$ cat config.mk
export PLATFORM = sky130hd
export DESIGN_NAME = qsys_lab_sram_arbiter
export DESIGN_NICKNAME = d
export VERILOG_FILES = /design/src/rtl/qsys_lab_sram_arb_pkg.sv /design/src/rtl/qsys_lab_rr_arb2.sv /design/src/rtl/qsys_lab_sram_arbiter.sv
export SDC_FILE = /design/constraint.sdc
export NUM_CORES = 1
export LEC_CHECK = 0
export ABC_AREA = 1
export ABC_CLOCK_PERIOD_IN_PS = 1350
export CORE_AREA = 3 3 98 100
export CTS_CLUSTER_DIAMETER = 80
export DETAILED_ROUTE_END_ITERATION = 10
export DIE_AREA = 0 0 101 103
export PLACE_DENSITY_LB_ADDON = 0.05
export SLEW_MARGIN = 40
export SYNTH_ARGS = -nofsm -noshare
export SYNTH_HDL_FRONTEND = slang
export SYNTH_SLANG_ARGS = --single-unit
export TNS_END_PERCENT = 100
$ cat constraint.sdc
create_clock -name clk -period 1.35 [get_ports clk]
set_input_delay 0.135 -clock clk [delete_from_list [all_inputs] [get_ports clk]]
set_output_delay 0.135 -clock clk [all_outputs]
set_load 0.02 [all_outputs]
$ cat src/rtl/qsys_lab_sram_arb_pkg.sv
// Shared types and defaults for the two-master on-chip SRAM arbiter.
// QSYS_LAB_SRAM_ARB_LOCK_EN enables the lock states in the top level.
package qsys_lab_sram_arb_pkg;

    localparam int unsigned DEF_ADDR_W = 12;
    localparam int unsigned DEF_DATA_W = 32;

    typedef enum logic [1:0] {
        ARB   = 2'd0,
        LOCK0 = 2'd1,
        LOCK1 = 2'd2
    } arb_state_t;

    typedef logic master_idx_t;

endpackage

$ cat src/rtl/qsys_lab_rr_arb2.sv
// Two-way round-robin grant; mask removes masters that may not be granted.
// On a tie the master that was not granted last wins.
module qsys_lab_rr_arb2 (
    input  logic [1:0] req,
    input  logic       rr_last,
    input  logic [1:0] mask,
    output logic [1:0] grant
);

    logic [1:0] live;

    always_comb begin
        live  = req & mask;
        grant = '0;
        case (live)
            2'b01:   grant = 2'b01;
            2'b10:   grant = 2'b10;
            2'b11:   grant = rr_last ? 2'b01 : 2'b10;
            default: grant = '0;
        endcase
    end

endmodule

$ cat src/rtl/qsys_lab_sram_arbiter.sv
// Shares a single-port SRAM between two Avalon-MM masters with round-robin grant.
// Define QSYS_LAB_SRAM_ARB_LOCK_EN to build the LOCK0/LOCK1 exclusive-access states.
module qsys_lab_sram_arbiter
    import qsys_lab_sram_arb_pkg::*;
#(
    parameter int unsigned ADDR_W = DEF_ADDR_W,
    parameter int unsigned DATA_W = DEF_DATA_W,
    parameter int unsigned BE_W   = DATA_W / 8
) (
    input  logic              clk,
    input  logic              reset_n,

    input  logic [ADDR_W-1:0] m0_address,
    input  logic [BE_W-1:0]   m0_byteenable,
    input  logic              m0_read,
    input  logic              m0_write,
    input  logic [DATA_W-1:0] m0_writedata,
    input  logic              m0_lock,
    output logic              m0_waitrequest,
    output logic [DATA_W-1:0] m0_readdata,
    output logic              m0_readdatavalid,

    input  logic [ADDR_W-1:0] m1_address,
    input  logic [BE_W-1:0]   m1_byteenable,
    input  logic              m1_read,
    input  logic              m1_write,
    input  logic [DATA_W-1:0] m1_writedata,
    input  logic              m1_lock,
    output logic              m1_waitrequest,
    output logic [DATA_W-1:0] m1_readdata,
    output logic              m1_readdatavalid,

    output logic [ADDR_W-1:0] sram_address,
    output logic [BE_W-1:0]   sram_byteenable,
    output logic [DATA_W-1:0] sram_writedata,
    output logic              sram_chipselect,
    output logic              sram_write,
    output logic              sram_clken,
    input  logic [DATA_W-1:0] sram_readdata
);

    arb_state_t  state_q, state_d;
    master_idx_t rr_last_q;
    master_idx_t rd_owner_q;
    logic        rd_pend_q;

    logic [1:0]  req;
    logic [1:0]  mask;
    logic [1:0]  grant;
    logic        grant_any;
    logic        grant_write;

    // Requests are suppressed while reset is held so nothing reaches the SRAM.
    assign req = {m1_read | m1_write, m0_read | m0_write} & {2{reset_n}};

    qsys_lab_rr_arb2 u_rr_arb2 (
        .req     (req),
        .rr_last (rr_last_q),
        .mask    (mask),
        .grant   (grant)
    );

    assign grant_any   = |grant;
    assign grant_write = (grant[0] & m0_write) | (grant[1] & m1_write);

    always_comb begin
        mask = 2'b11;
        case (state_q)
            LOCK0:   mask = 2'b01;
            LOCK1:   mask = 2'b10;
            default: mask = 2'b11;
        endcase
    end

`ifdef QSYS_LAB_SRAM_ARB_LOCK_EN
    always_comb begin
        state_d = state_q;
        case (state_q)
            ARB: begin
                if (grant[0] && m0_lock) begin
                    state_d = LOCK0;
                end else if (grant[1] && m1_lock) begin
                    state_d = LOCK1;
                end
            end
            // Owner keeps exclusive grant through the cycle that drops lock.
            LOCK0: if (!m0_lock) state_d = ARB;
            LOCK1: if (!m1_lock) state_d = ARB;
            default: state_d = ARB;
        endcase
    end
`else
    logic unused_lock;
    assign unused_lock = m0_lock ^ m1_lock;

    always_comb begin
        state_d = ARB;
    end
`endif

    always_ff @(posedge clk or negedge reset_n) begin
        if (!reset_n) begin
            state_q    <= ARB;
            rr_last_q  <= 1'b1;
            rd_pend_q  <= 1'b0;
            rd_owner_q <= 1'b0;
        end else begin
            state_q   <= state_d;
            rd_pend_q <= grant_any & ~grant_write;
            if (grant_any) begin
                rr_last_q  <= grant[1];
                rd_owner_q <= grant[1];
            end
        end
    end

    // Ungranted cycles leave master 0's fields on the SRAM bus.
    always_comb begin
        sram_address    = m0_address;
        sram_byteenable = m0_byteenable;
        sram_writedata  = m0_writedata;
        if (grant[1]) begin
            sram_address    = m1_address;
            sram_byteenable = m1_byteenable;
            sram_writedata  = m1_writedata;
        end
    end

    assign sram_chipselect = grant_any;
    assign sram_write      = grant_write;
    assign sram_clken      = reset_n;

    assign m0_waitrequest   = ~reset_n | (req[0] & ~grant[0]);
    assign m1_waitrequest   = ~reset_n | (req[1] & ~grant[1]);

    assign m0_readdatavalid = rd_pend_q & (rd_owner_q == 1'b0);
    assign m1_readdatavalid = rd_pend_q & (rd_owner_q == 1'b1);

    assign m0_readdata      = reset_n ? sram_readdata : '0;
    assign m1_readdata      = reset_n ? sram_readdata : '0;

endmodule

Word level (Yosys, flattened, before mapping)
Index checks and enable logic that the tools add are counted.

cells by class
  equal/unequal tests = 3
  muxes and demuxes = 6
  bitwise gates (word level) = 18
  reduce and logical (&&, ||, !) cells = 1

operators with widths
  kind                                           count
  2-to-1 mux 32 bit                              2
  2-to-1 mux 12 bit                              1
  AND 1 bit                                      7
  one-hot mux 2 bit (3 select lines)             1
  NOT 1 bit                                      5
  OR 1 bit                                       5
  == test 2 bit, second input constant           2
  2-to-1 mux 4 bit                               1
  AND 2 bit                                      1
  == test 2 x 1 -> 1 bit, second input constant  1
  2-to-1 mux 2 bit                               1
  OR reduction 2 bit                             1

storage, ports and cells
  bits in registers = 3
  bits of input ports = 136
  output and inout port bits = 119
  word-level logic and storage cells = 31

Longest topological paths before layout
  word-level depth = 8
  depth in mapped cells = 7
  gate-level depth less buffers = 5

Hierarchy
From an unflattened synthesis, not the netlist that was laid out.

unflattened totals
  cell total of the unflattened synthesis = 293
  area total of the unflattened synthesis = 1417.6 µm²

by module, submodules not included
  module                 instances  cells an instance  area each (µm²)  sequential area each (µm²)
  qsys_lab_sram_arbiter  1          285                1386.3           76.3
  qsys_lab_rr_arb2       1          8                  31.3             0.0

Worst setup path after synthesis
No wires, ideal clock.

  path kind = register -> output
  from = reg rr_last_q
  to = out m1_waitrequest
  data arrival time = 1.128 ns
  required time = 1.215 ns
  path slack = 0.087 ns
  stages on the path, launching flop included = 4
  buffers on the path = 1
  path through = dfstp_2 -> o21ai_2 -> clkbuf_1 -> o21ai_1

on the way
  cells in the longest elaborated chain, start to end = 5

RTL lines
  item                                line                          text
  from (decl)                         qsys_lab_sram_arbiter.sv:43   master_idx_t rr_last_q;
  from (signal assigned)              qsys_lab_sram_arbiter.sv:111  rr_last_q <= grant[1];
  2-to-1 mux 2 bit                    qsys_lab_rr_arb2.sv:18        2'b11: grant = rr_last ? 2'b01 : 2'b10;
  one-hot mux 2 bit (3 select lines)  qsys_lab_rr_arb2.sv:15        case (live)
  NOT 1 bit                           qsys_lab_sram_arbiter.sv:134  assign m1_waitrequest = ~reset_n | (req[1] & ~grant[1]);
  AND 1 bit                           qsys_lab_sram_arbiter.sv:134
  OR 1 bit                            qsys_lab_sram_arbiter.sv:134
  to (decl)                           qsys_lab_sram_arbiter.sv:29   output logic m1_waitrequest,

Every way passes these cells.

Worst setup path after layout
  from = reg rr_last_q
  to = out sram_writedata[18]

on the way
  cells in the longest elaborated chain, start to end = 3

RTL lines
  item                                line                          text
  2-to-1 mux 2 bit                    qsys_lab_rr_arb2.sv:18
  one-hot mux 2 bit (3 select lines)  qsys_lab_rr_arb2.sv:15
  2-to-1 mux 32 bit                   qsys_lab_sram_arbiter.sv:122  if (grant[1]) begin
  to (decl)                           qsys_lab_sram_arbiter.sv:35   output logic [DATA_W-1:0] sram_writedata,

Every way passes these cells.

==> flow_summary.ini <==
[finish]
num-nets-final = 659
design_area_sq_um = 4560
n_antenna_cell = 0
final_layout_size_suffix_gt1_frac = 0.358
n_fill_cell = 902
stdcell_count = 630
area_growth_pct = 231

[floorplan]
core_area_sq_um = 8760
die_height_um = 103
start_util = 0.157
boundaryPins = 255
die_w_um = 101
fp-row-count = 34
die_area_sq_um = 10400

[global_route]
grt_use_met3 = 0.0474
grt_antenna_before_repair = 0
grt_max_degree = 40
grt_pass1_vias = 2426
grt.busiest_layer = met2
use_met1 = 0.144
grt_usage = 0.146
grt_first_pass_wirelength_um = 12200
overflow = 0
met2_usage = 0.294

[timing]
holdWs_ns = 0.144
finClkSkew_ns = 0.00213
fin_crit_ns = 1.61
max_slew_margin = 0.825
fin_crit_sh = 1.19
setup_tns_ns = -11.57
finalHoldViolations = 0
setup_viol = 50
finalMaxSlewViolations = 0
max_freq_mhz = 620
worstMarginPinSlew_ns = 0.263
rsz0062_at_grt = yes
timing.final.ws_setup_ns = -0.263

[drt]
vias = 2609
drtIter0Drc = 52
viasPerCell = 4.14
first_pass_iters = 4
wl_per_cell_um = 14.5
wl_um = 9120
ant_nets = 0
post-route-drc-count = 0

[clock_network]
cts.sinks = 3
htree_num_levels = 1
cts_tree = yes
numCtsBuffers = 3
cts_root_buf = clkbuf_8
clock_latency_ns = 0.21
clk_pin_slew_worst_paths_ns = 0.03
clockBufferDepth = 2

[logic_synthesis]
ys_warn_count = 0
syn_nets = 422
netlist_area_sq_um = 1380
yosysUniqueCellTypes = 17
syn_area_per_cell_sq_um = 4.83
synth-seq-area-share = 0.0553
syn_inst = 286
ys_ff_latch = 3

[placed_design]
place.detailed.hpwl_um = 6920
gp_congestion = 0.778
placedCellCount = 611
pre_cts_ws_ns = -0.718
io_buffer_count = 252
dpl-instance-area_sq_um = 3850

[setup_path]
arrival_ns = 1.48
timing.rr.end = rd_pend_q
endpoint_kind = primary output
reg2reg_slack_ns = 0.02
path_class = reg2out
critPathLaunchType = flip-flop
r2r-start = rr_last_q
reg2regPathDepth = 7
cp-endpoint = sram_writedata[18]
required_ns = 1.22
crit_start = rr_last_q
crit_path_max_fanout = 6

[pwr]
power_density_nw_per_um2 = 561
p_leak_nw = 2.46
peakVddDrop_uv = 228

[worst_hold_path]
hold_path.class = in2async

[run_status]
status = finished, violations left
violations = negative setup slack

[flow_run]
maxCapViolations = 0
[what timing repair did]
action                                 CTS  global route
pin swaps                                7            23
setup endpoints to repair              119            61
gates resized for setup                403           117
setup buffers                            4             2
gates cloned                             2             6
hold buffers                             0             1
endpoints found under the hold margin    0             2
[worst min-delay path by stage]
stage,from,to,slack [ns],cells after the start
4_1_cts,reset_n,rd_pend_q,0.08,2
3_3_place_gp,rd_owner_q,rd_owner_q,0.49,2
6_report,reset_n,rr_last_q,0.14,2
2_1_floorplan,reset_n,rd_owner_q,-0.16,0
5_1_grt,reset_n,rr_last_q,0.16,2
3_5_place_dp,rd_owner_q,rd_owner_q,0.49,2
[state kept, by name, summed over array words and instances (netlist names)]
register,count
rd_owner_q,1
rd_pend_q,1
rr_last_q,1
[worst max-delay path: stages (launching register included)]
cell       delay (ns)
dfstp_2          0.55
o21ai_4          0.07
buf_12           0.14
nand2_8          0.11
clkbuf_16        0.17
nand2_4          0.04
nand2_2          0.06
buf_6            0.11
[cells in the mapped netlist]
cell type	count	area, sq um
nand2_1	133	499
nand3_1	50	250
inv_1	36	135
buf_4	34	255
buf_2	12	60.1
clkbuf_1	4	15.0
nor2_1	3	11.3
buf_6	2	22.5
dfrtp_1	2	50.1
o21ai_0	2	10.0
o21ai_1	2	10.0
a21oi_1	1	5.00
dfstp_2	1	26.3
inv_2	1	3.75
nor2_2	1	6.26
nor2_4	1	11.3
o21ai_2	1	8.76
[stage by stage]
step           power, mW   util
6_report            2.56  0.521
5_1_grt             2.72  0.521
4_1_cts             2.32  0.463
3_5_place_dp        1.95  0.439
3_3_place_gp        1.94  0.439
2_1_floorplan      0.929      -
[cells by family (layout without fill, tap and decap cells)]
| logic type | count (synthesis) | after routing | synth area share |
|---|---|---|---|
| compound gates | 6 | 6 | 0.0245 |
| buf+inv | 89 | 324 | 0.356 |
| flops | 3 | 3 | 0.0553 |
| simple gates | 188 | 189 | 0.564 |
[routing by layer]
metal | share of wire | wire length [um]
met3 | 0.10 | 957
met4 | 0.0067 | 61
met2 | 0.57 | 5160
met5 | 0 | 0
met1 | 0.32 | 2940
[report_power, final]
part | internal [mW] | switching [mW]
Clock | 0.201 | 0.0511
Combinational | 1.15 | 1.04
Sequential | 0.106 | 0.00937
[layout make-up]
cell class | count | area, sq um | share of cell area
Timing Repair Buffer | 283 | 2970 | 0.650
Multi-Input combinational cell | 195 | 1200 | 0.263
Inverter | 37 | 139 | 0.0304
Tap cell | 108 | 135 | 0.0296
Sequential cell | 3 | 76.3 | 0.0167
Clock buffer | 4 | 45.0 | 0.00987
[placed cells by master (no fill, tap or decap), types with 5 or more instances in the layout]
cell type / n
clkdlybuf4s50_1: 130
nand2_2: 67
dlygate4sd2_1: 67
buf_6: 54
nand3_1: 47
nand2_1: 45
inv_1: 36
nand2_4: 20
buf_4: 12
clkbuf_16: 5
buf_12: 5
Note: power is estimated with default switching activity, not from simulation.
